**config.mk**
```make
export PLATFORM = sky130hd
export DESIGN_NAME = uart_rx_fifo_flat
export DESIGN_NICKNAME = d
export VERILOG_FILES = /design/src/rtl/uart_rx_fifo_if.sv /design/src/rtl/uart_rx_fifo.sv /design/src/flat_wrapper.sv
export SDC_FILE = /design/constraint.sdc
export NUM_CORES = 1
export LEC_CHECK = 0
export CORE_UTILIZATION = 40
export DETAILED_ROUTE_END_ITERATION = 12
export PLACE_DENSITY_LB_ADDON = 0.1
export SLEW_MARGIN = 10
export SYNTH_ARGS = -nofsm -noshare
export SYNTH_HDL_FRONTEND = slang
export SYNTH_SLANG_ARGS = --single-unit
```
**constraint.sdc**
```tcl
create_clock -name clk -period 2.5 [get_ports clk]
set_clock_uncertainty 0.05 [all_clocks]
set_input_delay 0.375 -clock clk [delete_from_list [all_inputs] [get_ports clk]]
set_output_delay 0.375 -clock clk [all_outputs]
set_load 0.03 [all_outputs]
```
**src/rtl/uart_rx_fifo_if.sv**
```systemverilog
`default_nettype none
// ============================================================================
// Module      : uart_rx_fifo_if
// Description : Byte-stream bus between the UART receiver/host and the RX FIFO.
// Revision    : 1.0 - initial release
// ============================================================================
interface uart_rx_fifo_if #(
    parameter int DBIT   = 8,
    parameter int ADDR_W = 4
);
    logic            wr;
    logic [DBIT-1:0] w_data;
    logic            rd;
    logic            clr_overrun;
    logic [DBIT-1:0] r_data;
    logic            empty;
    logic            full;
    logic            almost_full;
    logic [ADDR_W:0] count;
    logic            overrun;

    modport master (
        output wr, w_data, rd, clr_overrun,
        input  r_data, empty, full, almost_full, count, overrun
    );

    modport slave (
        input  wr, w_data, rd, clr_overrun,
        output r_data, empty, full, almost_full, count, overrun
    );
endinterface
`default_nettype wire

```
**src/rtl/uart_rx_fifo.sv**
```systemverilog
`default_nettype none
// ============================================================================
// Module      : uart_rx_fifo
// Description : FWFT circular receive buffer with occupancy and sticky overrun.
// Revision    : 1.0 - initial release
// ============================================================================
module uart_rx_fifo #(
    parameter int DBIT     = 8,
    parameter int ADDR_W   = 4,
    parameter int AF_LEVEL = 12
) (
    input  wire logic     clk,
    input  wire logic     reset,
    uart_rx_fifo_if.slave bus
);
    localparam int              c_DEPTH    = 2 ** ADDR_W;
    localparam logic [ADDR_W:0] c_AF_LEVEL = (ADDR_W + 1)'(AF_LEVEL);

    logic [DBIT-1:0] r_mem [c_DEPTH];
    logic [ADDR_W:0] r_wr_ptr;
    logic [ADDR_W:0] r_rd_ptr;
    logic            r_overrun;

    logic            w_empty;
    logic            w_full;
    logic [ADDR_W:0] w_count;
    logic            w_do_wr;
    logic            w_do_rd;
    logic            w_drop;

    assign w_empty = (r_wr_ptr == r_rd_ptr);
    assign w_full  = (r_wr_ptr[ADDR_W-1:0] == r_rd_ptr[ADDR_W-1:0]) &&
                     (r_wr_ptr[ADDR_W] != r_rd_ptr[ADDR_W]);
    assign w_count = r_wr_ptr - r_rd_ptr;

    // A simultaneous pop frees the slot, so a write while full still lands.
    assign w_do_rd = bus.rd && !w_empty;
    assign w_do_wr = bus.wr && (!w_full || bus.rd);
    assign w_drop  = bus.wr && w_full && !bus.rd;

    always_ff @(posedge clk) begin
        if (reset) begin
            r_wr_ptr  <= '0;
            r_rd_ptr  <= '0;
            r_overrun <= 1'b0;
            for (int i = 0; i < c_DEPTH; i++) begin
                r_mem[i] <= '0;
            end
        end else begin
            if (w_do_wr) begin
                r_mem[r_wr_ptr[ADDR_W-1:0]] <= bus.w_data;
                r_wr_ptr                    <= r_wr_ptr + 1'b1;
            end
            if (w_do_rd) begin
                r_rd_ptr <= r_rd_ptr + 1'b1;
            end
            // Set has priority over clear so a drop is never hidden.
            if (w_drop) begin
                r_overrun <= 1'b1;
            end else if (bus.clr_overrun) begin
                r_overrun <= 1'b0;
            end
        end
    end

    assign bus.r_data      = r_mem[r_rd_ptr[ADDR_W-1:0]];
    assign bus.empty       = w_empty;
    assign bus.full        = w_full;
    assign bus.count       = w_count;
    assign bus.almost_full = (w_count >= c_AF_LEVEL);
    assign bus.overrun     = r_overrun;
endmodule
`default_nettype wire

```
**src/flat_wrapper.sv**
```systemverilog
// flat-port wrapper written by rule: the top's interface ports become plain ports
module uart_rx_fifo_flat 
#(
    parameter int DBIT     = 8,
    parameter int ADDR_W   = 4,
    parameter int AF_LEVEL = 12
)
  (clk, reset, bus_wr, bus_w_data, bus_rd, bus_clr_overrun, bus_r_data, bus_empty, bus_full, bus_almost_full, bus_count, bus_overrun);
  uart_rx_fifo_if #(.DBIT(DBIT), .ADDR_W(ADDR_W)) bus_i ();
  input  wire logic clk;
  input  wire logic reset;
  input wire logic [$bits(bus_i.wr)-1:0] bus_wr;
  input wire logic [$bits(bus_i.w_data)-1:0] bus_w_data;
  input wire logic [$bits(bus_i.rd)-1:0] bus_rd;
  input wire logic [$bits(bus_i.clr_overrun)-1:0] bus_clr_overrun;
  output wire logic [$bits(bus_i.r_data)-1:0] bus_r_data;
  output wire logic [$bits(bus_i.empty)-1:0] bus_empty;
  output wire logic [$bits(bus_i.full)-1:0] bus_full;
  output wire logic [$bits(bus_i.almost_full)-1:0] bus_almost_full;
  output wire logic [$bits(bus_i.count)-1:0] bus_count;
  output wire logic [$bits(bus_i.overrun)-1:0] bus_overrun;
  assign bus_i.wr = bus_wr;
  assign bus_i.w_data = bus_w_data;
  assign bus_i.rd = bus_rd;
  assign bus_i.clr_overrun = bus_clr_overrun;
  assign bus_r_data = bus_i.r_data;
  assign bus_empty = bus_i.empty;
  assign bus_full = bus_i.full;
  assign bus_almost_full = bus_i.almost_full;
  assign bus_count = bus_i.count;
  assign bus_overrun = bus_i.overrun;
  uart_rx_fifo #(.DBIT(DBIT), .ADDR_W(ADDR_W), .AF_LEVEL(AF_LEVEL)) u_core (.clk(clk), .reset(reset), .bus(bus_i));
endmodule
```
==> results.txt, run 1 <==
The run finished, with violations left. The final reports fail on negative setup slack. Tracing the worst setup path back leads to its startpoint at u_core.r_wr_ptr[0]. In this run the vertical extent of the chip is 130 µm. The last weighted congestion value of the routability-driven placer is ~0.76. For this run, the number of Yosys warnings is 0. The total number of placement rows came out at 46. The number of buffers created by CTS came out at 17.

The required time at the endpoint of the critical path came out at 2.08 ns. Together, buffers and inverters on the worst path number 3. Leaving out fill and tap cells, the most frequent cells in the layout are sky130_fd_sc_hd__nor2_1 (139), sky130_fd_sc_hd__edfxtp_1 (128), sky130_fd_sc_hd__buf_4 (63). Dividing the detail-routed via count by the number of cells gives 5.17. The sequential-to-total area share from yosys stat is 0.632. Walking the worst path, the cells encountered are inv_2 > ha_4 > inv_4 > fa_2 > a21o_1 > a21oi_2 > xnor2_2 > a31o_2 > buf_6.

The floorplan step defined a die boundary enclosing around 0.017 mm². The routed wirelength normalized by instance count came out at around 20 µm. After filler insertion, the fill cell instance count of the layout stands at around 1,400.

The total global routing overflow is 0. The final antenna-violating net count is 0. The class of the most critical setup path is register to output pin. The clock tree synthesis step divided the H-tree into 4 levels. The footprint of the multi-input gates is 0.00236 mm². The register-to-register setup slack came out at approximately 0.1 ns. The via count of the first global-routing pass is 4,379. The pin count of the biggest net entering global routing came out at 18. Grouping stages by cell kind, the critical path spends the most delay in compound AO/OA/AOI/OAI gates. The biggest fanout along the worst timing path is 2. Of the available clock period, the critical path in the final layout requires 1.04. The area inside the core boundary is 0.0159 mm². The endpoint identified for the worst register-to-register timing path is u_core.r_mem[5][1].

The count of cell instances traversed by the critical path is 9. The worst setup path is launched from a register. The met1 capacity usage during global routing is 0.266. The number of antenna violations at the first check in global routing is 0.

Setup repair after global routing could not meet its margin everywhere. The fraction of synthesized cell area taken by the top area cell type came out at 0.586. The data arrival at the endpoint of the critical path is ~2.2 ns. The cts-stage hold buffer count is 0.

The final period demand of the worst path is 2.59 ns. The minimum setup slack in the final design is -0.0908 ns. For this design, the sink count on the clock tree is 143.

TritonCTS built the clock tree. The mapped netlist covers 0.00656 mm². The later pin in the worst-skew pair is clocked with a latency of ~0.42 ns. In this run the horizontal extent of the chip is 130 µm. Once detailed placement completed, the half-perimeter wirelength came to about 11,000 µm. In this run the critical register-to-register path is launched from u_core.r_rd_ptr[3]. The area added between synthesis and finish came out at 26.4%. The clock root buffer master is sky130_fd_sc_hd__clkbuf_16. The first-pass GRT wire length is 24,900 µm.

In this run the most used layer during global routing was met2. The capture point of the worst path is bus_almost_full. The worst hold path begins at u_core.r_rd_ptr[3]. The power after layout is between 6 and 7 mW. The worst slack on hold paths came out at slightly below 0.5 ns.

Synthesis handed over a netlist of 490 instances. The reported max-cap violation count is 0. The detailed-route wire length is 16,300 µm. Among all flip-flop cells after synthesis, the most frequent one is sky130_fd_sc_hd__edfxtp_1.

The mean cell area of the mapped netlist came out at 13.4 µm². The net count of the mapped netlist came out at 513. The utilization after layout came out at 0.520. The stage delay of the slowest cell on the critical path is 0.38 ns.

The library cell used most frequently in the layout, excluding fill and tap cells, is sky130_fd_sc_hd__nor2_1. The global router's overall resource usage is 0.211. The fraction of registers with async set or reset after synthesis came out at 0. By area the synthesized netlist is led by sky130_fd_sc_hd__edfxtp_1 (59%), sky130_fd_sc_hd__mux4_2 (11%), sky130_fd_sc_hd__nor2_1 (8.0%). The count of endpoints failing hold in the final timing report came out at 0.

The violation count after the first detailed-route iteration came out at between 300 and 400. The post-synthesis register bit count is 143. The accumulated negative setup slack came out at -0.130 ns. The max-slew violation count was 0. The layout cell share with drive strength beyond 1 is 0.319. The peak supply drop is 0.000511 V. The fraction of met3 tracks used by global routing is 0.0410.

The remaining design rule violation count is 0. The count of input and output buffers came out at 29. Setup violations remaining at the end of the flow were counted as 2.

At the end of the flow, the number of nets in the layout was 600. The maximum buffer depth of the clock tree is 2. Summed over all instances, the cell type with the most area after synthesis is sky130_fd_sc_hd__edfxtp_1.

The starting density of the core came out at 0.411. 0 antenna diodes ended up in the layout. The overall via count from detail_route is roughly 4,200. The depth of the worst register-to-register path came out at 6.

The register cell area after layout came out at 0.00415 mm². The power density normalized to cell area came out at 810 mW/mm². At the placement stage, the worst setup path has a slack of -0.00436 ns. Measured against its own limit, the worst slew margin works out to 0.341. The first TritonRoute pass finished after 4 iterations. The slew of the pin with the lowest slew margin came out at 0.986 ns. The number of synthesized flops with an enable pin came out at approximately 130. The met2 track demand over resource is 0.355.

The type of the most critical hold path is register to register. In this run the static leakage power is about 2.9 nW. Among all stages on the critical path, the largest delay is contributed by sky130_fd_sc_hd__fa_2. The clock input transition at the sequential cells of the worst setup and hold paths came out at approximately 0.06 ns. The number of top-level pins is 30. STA classifies the critical path endpoint as an output pin. The maximum clock frequency is 386 MHz. The count of unique library cells instantiated by Yosys is 39.
-- report_power, final --
group	internal (mW)	total (mW)	leakage, nW	switching, mW
sequential	2.71	2.75	1.45	0.0410
combinational	0.678	1.38	1.17	0.706
clock	1.57	2.58	0.276	1.01
total	4.96	6.71	2.90	1.76
-- kinds of logic after synthesis --
group                      count (synthesis)  synth area share
muxes                                     33             0.111
buffers and inverters                     37            0.0271
adders and majority gates                 10            0.0202
AOI/OAI and AO/OA                         50            0.0557
DFF                                      143             0.632
xor gates and xnor gates                   9            0.0132
and+or+nand+nor                          208             0.140
-- metrics by stage --
| stage | instance area, µm² | std cells |
|---|---|---|
| floorplan | 6560 | 490 |
| global placement | 7460 | 765 |
| detailed placement | 7460 | 765 |
| CTS | 8220 | 806 |
| global route | 8290 | 806 |
| finish | 8290 | 806 |
-- cell usage after synthesis (2+ instances only) --
cell type,n
sky130_fd_sc_hd__ha_1,9
sky130_fd_sc_hd__nand3_1,10
sky130_fd_sc_hd__xor2_1,5
sky130_fd_sc_hd__clkbuf_1,12
sky130_fd_sc_hd__buf_1,4
sky130_fd_sc_hd__xnor2_1,3
sky130_fd_sc_hd__o21bai_1,16
sky130_fd_sc_hd__nor2_1,140
sky130_fd_sc_hd__nand4_1,5
sky130_fd_sc_hd__buf_2,7
sky130_fd_sc_hd__edfxtp_1,128
sky130_fd_sc_hd__inv_1,7
sky130_fd_sc_hd__or3_1,4
sky130_fd_sc_hd__a22oi_1,16
sky130_fd_sc_hd__buf_4,6
sky130_fd_sc_hd__o21ai_0,6
sky130_fd_sc_hd__mux4_2,32
sky130_fd_sc_hd__nand2_1,19
sky130_fd_sc_hd__nor2b_1,14
sky130_fd_sc_hd__and2_1,2
sky130_fd_sc_hd__nand2_2,6
sky130_fd_sc_hd__a21oi_1,6
sky130_fd_sc_hd__nand3_2,3
sky130_fd_sc_hd__dfxtp_1,15
-- worst min-delay path: cells and delay by family, from the launching register on --
family          cells  cell delay (ns)
flops               1             0.33
compound gates      2             0.16
-- state kept, by name, indices dropped and copies added, names as in the netlist, named ones only --
signal and flops:
u_core.r_mem 128, u_core.r_wr_ptr 5, u_core.bus.overrun 1, u_core.r_rd_ptr 5
-- worst min path at each step --
stage / cells past startpoint / endpoint
floorplan: 2 / register
global placement: 2 / u_core.r_rd_ptr[3]
detailed placement: 2 / u_core.r_rd_ptr[3]
CTS: 2 / register
global route: 2 / register
finish: 2 / register
-- area by class of cell --
type | count | share of cell area
flip-flops and latches | 143 | 0.501
multi-input cells | 310 | 0.285
repair buffers | 98 | 0.106
clock buffers | 19 | 0.0522
well taps | 216 | 0.0326
clock inverters | 13 | 0.0198
inverters | 7 | 0.00347
-- what timing repair did --
item / CTS / global route
endpoints found under the setup margin: 14 / 28
buffers inserted: 9 / 1
resized for setup: 69 / 24
pin swaps: 7 / 9
-- metal layers --
metal / vias up / part of all wire / wire [µm]
met3: 12 / 0.037 / 605
met5: - / 0 / 0
li1: 1967 / - / -
met4: 0 / 0.015 / 246
met1: 2098 / 0.44 / 7190
met2: 89 / 0.51 / 8230
Note: power is estimated with default switching activity, not from simulation.
==> run 2: changes to the inputs <==
--- a/config.mk
+++ b/config.mk
@@ -8,6 +8,7 @@
 export CORE_UTILIZATION = 40
 export DETAILED_ROUTE_END_ITERATION = 12
 export PLACE_DENSITY_LB_ADDON = 0.1
+export SETUP_SLACK_MARGIN = 0.5
 export SLEW_MARGIN = 10
 export SYNTH_ARGS = -nofsm -noshare
 export SYNTH_HDL_FRONTEND = slang
==> results.txt, run 2 (synthesized netlist as in run 1, its figures left out) <==
The number of top-level pins is 30. Clock latency on the worst-skew pair, taken at its later pin, is roughly 0.42 ns. The starting density of the core is 0.411. The minimum setup slack in the final design came out at -0.0926 ns.

The biggest fanout along the worst timing path is 2. The data arrival at the endpoint of the critical path came out at 2.17 ns. The worst hold path cell count came out at 2. The area inside the core boundary is 0.0159 mm². The critical path is of the register to output pin type. The flip-flop count of the largest register after layout is about 130. The power after layout is approximately 7.2 mW. The largest registers in the layout are u_core.r_mem: 128 flops, u_core.r_rd_ptr: 5 flops, u_core.r_wr_ptr: 5 flops.

In the finished design, the share of the clock period the worst path needs comes to 1.04. The tightest min-delay check is of the register to register type. The count of endpoints failing hold in the final timing report came out at 0. Port buffering added 29 buffers. Ranked by flip-flop count, first place goes to u_core.r_mem. The checks that failed: negative setup slack. The via count of the first global-routing pass came to ~4,400.

The top cell types in the final layout, fill and taps aside, are sky130_fd_sc_hd__edfxtp_1 (128), sky130_fd_sc_hd__nor2_4 (75), sky130_fd_sc_hd__buf_4 (46). The overall via count from detail_route is 4,479. The maximum buffer depth of the clock tree came out at 2. Measured along the x axis, the die boundary spans 130 µm. The maximum clock frequency is 386 MHz. The standby leakage power is 3.21 nW. At the end of routability-driven placement, the weighted congestion stood at 0.774. STA puts the critical path data required time at 2.08 ns. The post-detailed-route via-to-cell ratio came out at 5.44. The worst setup path is launched from a register. The final HPWL from detailed placement is 10,900 µm. The smallest clock period supported by the final layout is computed as 2.59 ns. The depth of the worst register-to-register path is 9. The number of buffers created by CTS is 17. Once detail routing completed, the nets flagged for antenna violations numbered 0. The clock input transition at the sequential cells of the worst setup and hold paths is 0.06 ns.

The count of clock tree sinks came out at 143. The pin count of the biggest net entering global routing came out at 37. In the final layout, the share of cells above drive strength 1 is 0.581. The setup slack at placement is -0.0307 ns. Fill cells in the final layout number 1,171. The first-pass detailed-route iteration total is 5. The die area is 0.0169 mm².

The peak supply drop came out at 0.000526 V. The first global-routing pass estimated 26,100 µm of wire. The routed wirelength normalized by instance count is 22.5 µm. The global router's overall resource usage is 0.223. The overall die height came out at 130 µm. The flow ran to the end, but the final reports show violations.

The final number of setup-violating endpoints came out at 2. The worst setup path is captured at an output pin. The accumulated negative setup slack came out at -0.139 ns. The reported max-cap violation count is 0. The remaining design rule violation count is 0. The library cell used most frequently in the layout, excluding fill and tap cells, is sky130_fd_sc_hd__edfxtp_1. The detailed-route wire length is 18,500 µm.

The area added between synthesis and finish came out at 49.9%. The max-slew violation count came out at 0. The number of antenna violations at the first check in global routing came out at 0. The violation count after the first detailed-route iteration is 326. Setup repair after global routing could not meet its margin everywhere.

The total global routing overflow came out at 0. The worst slew slack as a fraction of its limit is 0.360. The clock root buffer master is sky130_fd_sc_hd__clkbuf_16. The register-to-register setup slack came out at around 0.4 ns.

The H-tree was split into 4 levels. The TritonCTS clock tree is built. The number of antenna diodes in the final layout is 0. The slew of the pin with the lowest slew margin is ~0.96 ns. The number of nets in the final layout came out at 618. The floorplan has 46 rows. The power density normalized to cell area came out at 728 mW/mm².
[run 2: changes by cell type in the layout (fill, tap and decap cells not counted), moves of 5 or more]
cell,change
sky130_fd_sc_hd__nor2_4,+75
sky130_fd_sc_hd__nor2_1,-114
sky130_fd_sc_hd__nor2_2,+39
sky130_fd_sc_hd__nor2b_2,+5
sky130_fd_sc_hd__buf_6,+19
sky130_fd_sc_hd__nor2b_1,-5
sky130_fd_sc_hd__nand2_8,+14
sky130_fd_sc_hd__buf_12,+12
sky130_fd_sc_hd__o21bai_1,-13
sky130_fd_sc_hd__o21bai_4,+9
sky130_fd_sc_hd__buf_4,-17
sky130_fd_sc_hd__nand2_2,-6
[run 2: power breakdown]
group	leakage, nW	internal [mW]	switching [mW]
sequential	1.45	2.71	0.0502
combinational	1.47	0.874	0.851
clock	0.290	1.67	0.999
[run 2: final cells by class]
class,instances,area (µm²),share of cell area
Clock inverter,14,190,0.0194
Clock buffer,18,429,0.0437
Multi-Input combinational cell,316,3500,0.356
Timing Repair Buffer,110,1240,0.126
Sequential cell,143,4170,0.424
Inverter,7,31.3,0.00318
Tap cell,216,270,0.0275
[run 2: worst max-delay path, stage by stage, from the launching register on]
cell	delay, ns
sky130_fd_sc_hd__dfxtp_4	0.35
sky130_fd_sc_hd__inv_4	0.06
sky130_fd_sc_hd__ha_4	0.12
sky130_fd_sc_hd__inv_2	0.03
sky130_fd_sc_hd__fa_2	0.36
sky130_fd_sc_hd__a21o_1	0.21
sky130_fd_sc_hd__a21oi_4	0.18
sky130_fd_sc_hd__xnor2_4	0.08
sky130_fd_sc_hd__a31o_4	0.22
sky130_fd_sc_hd__buf_6	0.13
[run 2: final timing paths]
check | from | to
setup / recovery | u_core.r_wr_ptr[0] | bus_almost_full
setup reg to reg | u_core.r_rd_ptr[2] | u_core.r_mem[5][5]
hold / removal | u_core.r_wr_ptr[1] | u_core.r_wr_ptr[1]
hold reg to reg | u_core.r_wr_ptr[1] | u_core.r_wr_ptr[1]
[run 2: timing repair]
item                                    4_1_cts  5_1_grt
setup buffers                                20       16
gates resized for setup                     186      207
endpoints found under the hold margin         0        0
gates cloned                                  5        5
endpoints found under the setup margin      270      272
hold buffers                                  0        0
pin swaps                                    17       60
[run 2: routing by layer]
layer / track usage / part of all wire / vias to the layer above
li1: - / - / 2025
met1: 0.282 / 0.41 / 2304
met2: 0.378 / 0.53 / 129
met3: 0.0414 / 0.041 / 21
met4: 0.0889 / 0.020 / 0
met5: 0 / 0 / -
[run 2: through the flow]
stage / instances / area, µm² / hold slack (ns) / utilization
2_1_floorplan: 490 / 6760 / 0.431 / -
3_3_place_gp: 746 / 7530 / 0.487 / 0.472
3_5_place_dp: 746 / 7530 / 0.485 / 0.472
4_1_cts: 803 / 8900 / 0.494 / 0.558
5_1_grt: 824 / 9830 / 0.509 / 0.616
6_report: 824 / 9830 / 0.483 / 0.616
==> run 3: changes to the inputs <==
==> constraint.sdc (replaced) <==
create_clock -name clk -period 3.1 [get_ports clk]
set_clock_uncertainty 0.05 [all_clocks]
set_input_delay 0.465 -clock clk [delete_from_list [all_inputs] [get_ports clk]]
set_output_delay 0.465 -clock clk [all_outputs]
set_load 0.03 [all_outputs]
==> results.txt, run 3 (synthesized netlist as in run 1, its figures left out) <==
The total buffers and inverters traversed by the critical path is 3. The critical path goes through inv_2 > ha_4 > inv_2 > fa_2 > a21o_1 > a21oi_2 > xnor2_2 > a31o_2 > buf_6. The cts-stage hold buffer count came out at 0.

The die area is 0.0169 mm². The starting density of the core is 0.411. The beginning of the critical path is u_core.r_wr_ptr[0].

The global router's overall resource usage is 0.214. The detailed-route wire length came out at 16,300 µm. In this run, the number of DRC markers left after iteration 0 of detailed routing was roughly 340. Detailed placement finished with a half-perimeter wire length of 10,700 µm.

The number of buffers created by CTS came out at 17. The worst slew slack as a fraction of its limit came out at 0.419. In this design, the stage delay of the slowest critical-path cell is about 0.34 ns.

The via count of the first global-routing pass came out at 4,256. The layout cell share with drive strength beyond 1 is 0.303. Once layout is complete, the cells apart from fillers number 787. Along the worst hold path, the cell count comes to 2. The cell-internal power is around 3.9 mW. For this run, the post-layout net count is approximately 580. Buffers placed on the I/O ports in this run total 29.

The sequential cell fraction of total power is 0.420. The longest clock path from root to sink contains 2 buffers. The fraction of power consumed by combinational cells came out at 0.207.

For the final routed database, the setup TNS stands at 0 ns. The later-pin clock latency in the skew report came out at 0.41 ns. The library cells used most frequently in the layout, excluding fill and tap cells, are sky130_fd_sc_hd__nor2_1 (139), sky130_fd_sc_hd__edfxtp_1 (128), sky130_fd_sc_hd__buf_4 (44). The register-to-register setup slack is 0.67 ns. The first-pass GRT wire length came out at 25,200 µm. The final number of setup-violating endpoints is 0. At the worst endpoint, the required time is 2.58 ns. The number of fill cells in the layout is 1,413. The reported max-cap violation count came out at 0. Summed over all nets, the switching power comes to 1.40 mW. The sink of the worst hold path is u_core.r_wr_ptr[1]. The count of endpoints failing hold in the final timing report was 0. The worst setup path is of the register to output pin kind.

For the pin with the worst max-slew slack, the measured transition is 0.870 ns. The register with the most flip-flops in the layout has ~130 of them. Hold is met by 0.490 ns. The pin count of the biggest net entering global routing is 33. The first-pass detailed-route iteration total came out at 4. Including well taps, the total number of placed cells is 742. The largest registers in the layout are u_core.r_mem: 128 flops, u_core.r_rd_ptr: 5 flops, u_core.r_wr_ptr: 5 flops. The congestion estimate from routability-driven global placement came to 0.788. The count of clock tree sinks is 143. Setup repair after global routing could not meet its margin everywhere. The final period demand of the worst path is around 2.6 ns. The cell sitting at the root of the clock tree is a sky130_fd_sc_hd__clkbuf_16. The max-slew violation count came out at 0.

For this design the static power due to leakage is 2.80 nW. The TritonCTS clock tree is built. The core region is 0.0159 mm². The critical register-to-register path startpoint is u_core.r_rd_ptr[2]. The peak supply drop is between 0.0004 and 0.0005 V. The remaining design rule violation count is 0. The biggest fanout along the worst timing path is 2.

In this run the count of I/O pins placed on the die edge is 30. The deepest level of the CTS H-tree came out at 4. The cell area reported after detailed placement is 0.00728 mm². The post-detailed-route via-to-cell ratio came out at 5.26. From bottom edge to top edge, the die measures 130 µm. The portion of total power attributed to the clock network came out at 0.372. Among all stages on the critical path, the largest delay is contributed by sky130_fd_sc_hd__fa_2.

The beginning of the worst hold path is u_core.r_wr_ptr[1]. The type of the most critical hold path is register to register. The endpoint identified for the worst register-to-register timing path is u_core.r_mem[1][1]. The total number of placement rows came out at 46.

The share of the clock period used by the worst path after layout is 0.854. The category of cells accounting for the largest share of critical-path delay is compound AO/OA/AOI/OAI gates. By instance count, the cell type seen most on the critical path is sky130_fd_sc_hd__inv_2. The endpoint type of the worst setup path is an output pin. The maximum clock frequency is 378 MHz. The floorplan step set the die width to 130 µm. The most common library cell in the layout ignoring fill and taps is sky130_fd_sc_hd__nor2_1.

The switching power as a share of total power is 0.264. Measured in cells, the most critical reg-to-reg path has a length of 6. Compared with the post-synthesis result, the final layout area differs by 24.2%. The critical path launch point type is a register. The final antenna-violating net count came out at 0. Detailed routing inserted a total of 4,141 vias. The total global routing overflow came out at 0. For the worst setup path, the data arrival time is between 2 and 2.5 ns. Dividing the detail-routed wire length by the instance count gives 20.8 µm. After clock tree synthesis, the clock-pin slew on the worst setup and hold paths is about 0.06 ns. The run finished with clean final reports. The power density normalized to cell area came out at 650 mW/mm². Ranked by flip-flop count, first place goes to u_core.r_mem. The number of antenna diodes is 0. Once layout is done, the placed cells without fillers occupy 0.00814 mm². The utilization after layout is 0.511.

The number of antenna violations at the first check in global routing came to 0.
run 3: changes by cell type in the layout (fill, tap and decap cells not counted), moves of 4 or more:
cell	delta
sky130_fd_sc_hd__nor2_1	+114
sky130_fd_sc_hd__buf_6	-19
sky130_fd_sc_hd__nand2_8	-14
sky130_fd_sc_hd__nor2b_2	-4
sky130_fd_sc_hd__nor2_4	-75
sky130_fd_sc_hd__nand2_2	+7
sky130_fd_sc_hd__nor2_2	-39
sky130_fd_sc_hd__o21bai_2	-5
sky130_fd_sc_hd__buf_12	-12
sky130_fd_sc_hd__o21bai_1	+14
sky130_fd_sc_hd__nor2b_1	+4
sky130_fd_sc_hd__o21bai_4	-9
run 3: repair_timing:
item	4_1_cts	5_1_grt
gates cloned	1	0
resized for setup	88	40
pin swaps	8	13
setup endpoints to repair	15	14
buffers inserted	10	2
run 3: per-layer routing:
layer / vias up / global-route usage / share of wire
met5: - / 0 / 0
met4: 0 / 0.0629 / 0.010
met3: 12 / 0.0451 / 0.046
met2: 95 / 0.355 / 0.51
met1: 2106 / 0.284 / 0.43
li1: 1928 / - / -
run 3: cell type report:
cell class,instances,area [µm²],area share
Sequential cell,143,4160,0.511
Multi-Input combinational cell,310,2370,0.291
Timing Repair Buffer,79,747,0.0917
Clock buffer,18,429,0.0527
Tap cell,216,270,0.0332
Clock inverter,14,143,0.0175
Inverter,7,26.3,0.00323
run 3: power by group through the flow:
stage | logic, mW | clock network (mW) | registers [mW]
final | 1.10 | 1.97 | 2.23
after global routing | 1.17 | 2.08 | 2.24
after CTS | 1.06 | 2.00 | 2.23
after detailed placement | 0.943 | 0 | 2.27
after global placement | 0.937 | 0 | 2.26
after floorplan | 0.615 | 0 | 2.24
run 3: metrics by stage:
stage / worst slack [ns] / power, mW
6_report: 0.452 / 5.30
5_1_grt: 0.361 / 5.49
4_1_cts: 0.398 / 5.29
3_5_place_dp: 0.115 / 3.21
3_3_place_gp: 0.170 / 3.20
2_1_floorplan: 0.507 / 2.86
run 3: worst max path at each step:
stage / end / cells past startpoint
floorplan: bus_almost_full / 8
global placement: bus_almost_full / 9
detailed placement: bus_almost_full / 9
CTS: bus_r_data[0] / 6
global route: bus_almost_full / 9
finish: bus_almost_full / 9
run 3: worst min-delay path: cells and delay by family (launching register included):
| kind | cells | cell delay [ns] |
|---|---|---|
| simple gates | 1 | 0.06 |
| compound gates | 1 | 0.06 |
| flops | 1 | 0.38 |
